[src/rtl/alu_pkg.sv]
// Shared opcode and state definitions for the multi-cycle ALU and the decoder.
package alu_pkg;

  typedef enum logic [2:0] {
    OP_ADD = 3'b000,
    OP_SUB = 3'b001,
    OP_MUL = 3'b010,
    OP_DIV = 3'b011,
    OP_SRA = 3'b100,
    OP_SRL = 3'b101,
    OP_SLL = 3'b110,
    OP_REM = 3'b111
  } alu_op_t;

  typedef enum logic [1:0] {
    IDLE = 2'd0,
    DIVB = 2'd1,
    DONE = 2'd2
  } alu_state_t;

  // DIV and REM share the iterative divider; everything else is single-cycle.
  function automatic logic is_div_op(input alu_op_t op);
    return (op == OP_DIV) || (op == OP_REM);
  endfunction

endpackage

[src/rtl/alu_divider.sv]
// Restoring unsigned divider, one quotient bit per cycle.
// The first iteration is folded into the start cycle so WIDTH iterations
// finish WIDTH-1 cycles after start, letting the top capture on the next edge.
module alu_divider
  import alu_pkg::*;
#(
  parameter int WIDTH = 32
) (
  input  logic             clk,
  input  logic             rst,
  input  logic             start,
  input  logic [WIDTH-1:0] dividend,
  input  logic [WIDTH-1:0] divisor,
  output logic             busy,
  output logic             done,
  output logic [WIDTH-1:0] quotient,
  output logic [WIDTH-1:0] remainder
);

  localparam int CNT_W = $clog2(WIDTH);

  logic [WIDTH-1:0] rem_q;
  logic [WIDTH-1:0] quo_q;
  logic [WIDTH-1:0] dsr_q;
  logic [CNT_W-1:0] cnt_q;
  logic             busy_q;

  logic [WIDTH-1:0] src_rem;
  logic [WIDTH-1:0] src_quo;
  logic [WIDTH-1:0] src_dsr;
  logic [WIDTH:0]   partial;
  logic [WIDTH:0]   trial;
  logic [WIDTH-1:0] step_rem;
  logic [WIDTH-1:0] step_quo;

  // One restoring step, fed from the fresh operands on start or from the shift registers otherwise.
  always_comb begin
    src_rem  = start ? '0 : rem_q;
    src_quo  = start ? dividend : quo_q;
    src_dsr  = start ? divisor : dsr_q;
    partial  = {src_rem, src_quo[WIDTH-1]};
    trial    = partial - {1'b0, src_dsr};
    step_rem = trial[WIDTH-1:0];
    step_quo = {src_quo[WIDTH-2:0], 1'b1};
    if (trial[WIDTH]) begin
      step_rem = partial[WIDTH-1:0];
      step_quo = {src_quo[WIDTH-2:0], 1'b0};
    end
  end

  // Iteration counter and shift registers; start always wins so back-to-back divides work.
  always_ff @(posedge clk) begin
    if (rst) begin
      rem_q  <= '0;
      quo_q  <= '0;
      dsr_q  <= '0;
      cnt_q  <= '0;
      busy_q <= 1'b0;
    end else if (start) begin
      rem_q  <= step_rem;
      quo_q  <= step_quo;
      dsr_q  <= divisor;
      cnt_q  <= CNT_W'(WIDTH - 1);
      busy_q <= 1'b1;
    end else if (busy_q) begin
      if (cnt_q != '0) begin
        rem_q <= step_rem;
        quo_q <= step_quo;
        cnt_q <= cnt_q - CNT_W'(1);
      end else begin
        busy_q <= 1'b0;
      end
    end
  end

  assign busy      = busy_q;
  assign done      = busy_q && (cnt_q == '0);
  assign quotient  = quo_q;
  assign remainder = rem_q;

endmodule

[src/rtl/alu_multicycle.sv]
// Registered ALU with valid/ready handshake on both sides and an iterative divider.
module alu_multicycle
  import alu_pkg::*;
#(
  parameter int WIDTH = 32
) (
  input  logic             clk,
  input  logic             rst,
  input  logic             in_valid,
  output logic             in_ready,
  input  logic [2:0]       sel,
  input  logic [WIDTH-1:0] A,
  input  logic [WIDTH-1:0] B,
  output logic             out_valid,
  input  logic             out_ready,
  output logic [WIDTH-1:0] C,
  output logic             flagZ,
  output logic             flagN,
  output logic             flagD
);

  localparam int SHW = $clog2(WIDTH);

  alu_state_t       state_q;
  alu_state_t       state_d;
  alu_op_t          op_in;
  alu_op_t          op_q;
  logic             lt_q;

  logic             accept;
  logic             b_zero;
  logic             in_is_div;
  logic             div_start;
  logic             div_busy;
  logic             div_done;
  logic             div_finish;
  logic [WIDTH-1:0] div_quotient;
  logic [WIDTH-1:0] div_remainder;
  logic [WIDTH-1:0] div_result;
  logic [SHW-1:0]   shamt;
  logic [WIDTH-1:0] quick_result;

  assign op_in      = alu_op_t'(sel);
  assign b_zero     = (B == '0);
  assign in_is_div  = is_div_op(op_in);
  assign in_ready   = (state_q == IDLE) || ((state_q == DONE) && out_ready);
  assign accept     = in_valid && in_ready;
  assign div_start  = accept && in_is_div && !b_zero;
  assign div_finish = (state_q == DIVB) && div_busy && div_done;
  assign div_result = (op_q == OP_REM) ? div_remainder : div_quotient;
  assign shamt      = B[SHW-1:0];
  assign out_valid  = (state_q == DONE);

  alu_divider #(.WIDTH(WIDTH)) u_divider (
    .clk       (clk),
    .rst       (rst),
    .start     (div_start),
    .dividend  (A),
    .divisor   (B),
    .busy      (div_busy),
    .done      (div_done),
    .quotient  (div_quotient),
    .remainder (div_remainder)
  );

  // Single-cycle datapath, including the divide-by-zero shortcut results.
  always_comb begin
    quick_result = '0;
    unique case (op_in)
      OP_ADD: quick_result = A + B;
      OP_SUB: quick_result = A - B;
      OP_MUL: quick_result = A * B;
      OP_DIV: quick_result = '1;
      OP_SRA: quick_result = $unsigned($signed(A) >>> shamt);
      OP_SRL: quick_result = A >> shamt;
      OP_SLL: quick_result = A << shamt;
      OP_REM: quick_result = A;
      default: quick_result = '0;
    endcase
  end

  // Next-state logic: accepts route to DIVB only for a real divide, otherwise straight to DONE.
  always_comb begin
    state_d = state_q;
    unique case (state_q)
      IDLE: begin
        if (accept) state_d = div_start ? DIVB : DONE;
      end
      DIVB: begin
        if (div_finish) state_d = DONE;
      end
      DONE: begin
        if (out_ready) begin
          if (accept) state_d = div_start ? DIVB : DONE;
          else        state_d = IDLE;
        end
      end
      default: state_d = IDLE;
    endcase
  end

  // State register.
  always_ff @(posedge clk) begin
    if (rst) state_q <= IDLE;
    else     state_q <= state_d;
  end

  // Per-transaction context kept across the divide so the flags match the captured operands.
  always_ff @(posedge clk) begin
    if (rst) begin
      op_q <= OP_ADD;
      lt_q <= 1'b0;
    end else if (accept) begin
      op_q <= op_in;
      lt_q <= (A < B);
    end
  end

  // Result and flag registers, loaded together either at accept or when the divider finishes.
  always_ff @(posedge clk) begin
    if (rst) begin
      C     <= '0;
      flagZ <= 1'b0;
      flagN <= 1'b0;
      flagD <= 1'b0;
    end else if (accept && !div_start) begin
      C     <= quick_result;
      flagZ <= (quick_result == '0);
      flagN <= (A < B);
      flagD <= in_is_div && b_zero;
    end else if (div_finish) begin
      C     <= div_result;
      flagZ <= (div_result == '0);
      flagN <= lt_q;
      flagD <= 1'b0;
    end
  end

endmodule

[config.mk]
export PLATFORM = sky130hd
export DESIGN_NAME = alu_multicycle
export DESIGN_NICKNAME = d
export VERILOG_FILES = /design/src/rtl/alu_pkg.sv /design/src/rtl/alu_divider.sv /design/src/rtl/alu_multicycle.sv
export SDC_FILE = /design/constraint.sdc
export NUM_CORES = 2
export LEC_CHECK = 0
export ABC_AREA = 1
export CAP_MARGIN = 25
export CELL_PAD_IN_SITES_DETAIL_PLACEMENT = 1
export CELL_PAD_IN_SITES_GLOBAL_PLACEMENT = 1
export CORE_MARGIN = 5
export CORE_UTILIZATION = 47
export DETAILED_ROUTE_END_ITERATION = 6
export PLACE_DENSITY_LB_ADDON = 0.15
export RECOVER_POWER = 25
export SYNTH_ARGS = -nofsm -noshare
export SYNTH_HDL_FRONTEND = slang
export SYNTH_SLANG_ARGS = --single-unit
[constraint.sdc]
create_clock -name clk -period 9.07 [get_ports clk]
set_input_delay 0.907 -clock clk [delete_from_list [all_inputs] [get_ports clk]]
set_output_delay 0.907 -clock clk [all_outputs]
set_load 0.02 [all_outputs]
==> impl_metrics.yaml <==
outcome:
  status: "complete, but fails checks"
  violations: "capacitance limit, slew limit"
sta:
  min_period_ps: 8290
  rsz0062_at_grt: "no"
  fmax_ghz: 0.121
  slew_viol_final: 27
  whs_ps: 466
  finClkSkew_ps: 10.8
  fin_crit_sh_pct: 91.4
  tightestPinTransition_ps: 1750
  hold_viol_final: 0
  finalSetupViolations: 0
  finalSetupTns_ps: 0
  timing.slew.headroom_pct: -16.9
die:
  row_count: 96
  ioPinCount: 108
  die-height_um: 273
  core_sq_um: 68700
  initial_core_util_pct: 47.5
  die_w_um: 273
  dieArea_sq_um: 74700
synth:
  synth_top_area_share_pct: 25.2
  netlist_area_sq_um: 32600
  synth-seq-cells: 143
  synth_area_leaders: "fa_1, nand2_1, inv_1, dfxtp_1, ha_1"
  syn_inst: 5009
  ys_warn_count: 0
  avgSynthCellArea_sq_um: 6.51
  yosysSeqAreaShare_pct: 8.78
  ys.flop_type: "dfxtp_1"
  synthDistinctLibCells: 62
  synthesis.nets: 5712
  synth_edf_count: 0
  postSynth.asyncResetShare_pct: 0
  yosysTopAreaCell: "fa_1"
critical_path:
  endpoint_kind: "register"
  path_common_cell: "fa_1"
  path_max_fanout: 15
  timing.rr.start: "state_q[1]"
  slowest_delay_ps: 1130
  cp_slowest_cell: "clkdlybuf4s50_1"
  r2r_cells: 25
  crit_required_ps: 9360
  path_class: "input pin to register"
  r2r_end: "u_divider.remainder[23]"
  critical_path.startpoint_type: "input pin"
  worstPathArrival_ps: 8580
  r2r_slack_ps: 3410
detailed_routing:
  wl_per_cell_um: 25.1
  ant_nets: 0
  vias: 34520
  drt_first_iter_violations: 3279
  first_pass_iters: 6
  drc_errors: 0
  vias_per_cell: 5.82
  routed_wl_mm: 149
clocking:
  holdBufCountCts: 0
  clkSinkCount: 143
  clock_path_buffers: 2
  numCtsBuffers: 17
  cts_tree: "done"
  cts_resized: 0
  clkTransAtPathRegs_ps: 70
  clk_latency_ps: 440
  htree_levels: 4
  post-cts-setup-buffers: 0
  cts-root-buf: "clkbuf_16"
place:
  place_congestion: 1.03
  port_buffers: 107
  dp_hpwl_mm: 122
  post_dp_cell_area_sq_um: 34600
power:
  p_leak_nw: 19.6
  ir_drop_mv: 0.961
  power_mw: 16.9
  powerDensity_nw_per_um2: 480
cells_and_area:
  most-common-layout-cells: "nand2_1, inv_1, fa_1, nand3_1, nor2_1"
  syn_to_final_growth_pct: 8.20
  nets: 5687
  stdcell_area_sq_um: 35300
  post-route-util_pct: 51.3
  final_common_cell: "nand2_1"
  drive_above_1_share_pct: 5.02
grt:
  track_usage_pct: 39.4
  grt_max_degree: 110
  overflow: 0
  grt_pass1_vias: 35719
  antenna_found_initial: 4
  grt_pass1_wl_mm: 223
hold_path:
  hp-start: "u_divider.remainder[31]"
  whs_endpoint: "u_divider.remainder[31]"
  min_path_cells: 2
  min_path_type: "register to register"
job:
  max-cap-violations: 1
[cell families after synthesis]
group / Yosys count / synth area share, %
xor+xnor: 82 / 2.20
compound gates: 730 / 12.7
simple gates: 2134 / 27.2
flops: 143 / 8.78
buf+inv: 1287 / 15.4
fa+ha+maj: 632 / 33.7
mux: 1 / 0.0307
[worst max-delay path by stage]
| stage | from | to | slack [ps] | cells after the start |
|---|---|---|---|---|
| floorplan | B[2] | flagZ | 1010 | 33 |
| global placement | A[18] | C[30] | 550 | 32 |
| detailed placement | A[18] | flagZ | 430 | 27 |
| CTS | A[18] | flagZ | 860 | 27 |
| global route | A[18] | flagZ | 450 | 27 |
| finish | A[18] | C[30] | 780 | 32 |
[state kept, by name (all words and copies together) (netlist names), 2 cells and up]
signal,count
C,32
u_divider.dsr_q,32
u_divider.quotient,32
u_divider.remainder,32
u_divider.cnt_q,5
op_q,3
state_q,2
[synthesized netlist by cell type, types with 16 or more instances]
library cell / instances
nand2_1: 1319
inv_1: 988
fa_1: 411
nand3_1: 375
nor2_1: 291
a21oi_1: 275
o21ai_0: 266
ha_1: 221
clkbuf_1: 160
dfxtp_1: 143
buf_2: 59
xor2_1: 43
o211ai_1: 40
xnor2_1: 39
nor3_1: 38
nand4_1: 36
buf_1: 33
a31oi_1: 26
inv_2: 22
a221oi_1: 19
nand2_2: 16
nor4_1: 16
o21ai_1: 16
[power breakdown]
group          total [mW]  leakage, nW  switching [mW]  internal, mW
Combinational        15.5         18.1            9.75          5.72
Clock               0.757        0.301           0.300         0.458
Sequential          0.711         1.17          0.0333         0.678
[area by class of cell]
cell class	instances	area (sq um)
clock buffers	21	470
flip-flops and latches	143	2860
inverters	1014	3810
fillers	9268	33400
well taps	931	1160
repair buffers	229	2060
clock inverters	11	154
diodes	3	7.51
multi-input cells	3579	24700
[critical path, delay by kind of cell]
family,cells,cell delay [ps]
AOI/OAI and AO/OA,3,220
adders and majority gates,9,4310
buffers and inverters,6,1600
and+or+nand+nor,14,1530
[through the flow]
step	setup WS, ps	cells
CTS	862	5927
global route	452	5929
detailed placement	426	5895
global placement	549	5894
floorplan	1010	5009
finish	781	5931
[layer usage]
layer / global-route usage (%) / share of wire (%)
met5: 0 / 0
met2: 64.9 / 46
met4: 19.3 / 6.3
met1: 50.8 / 40
met3: 5.93 / 7.6
(Power assumes the default switching activity.)
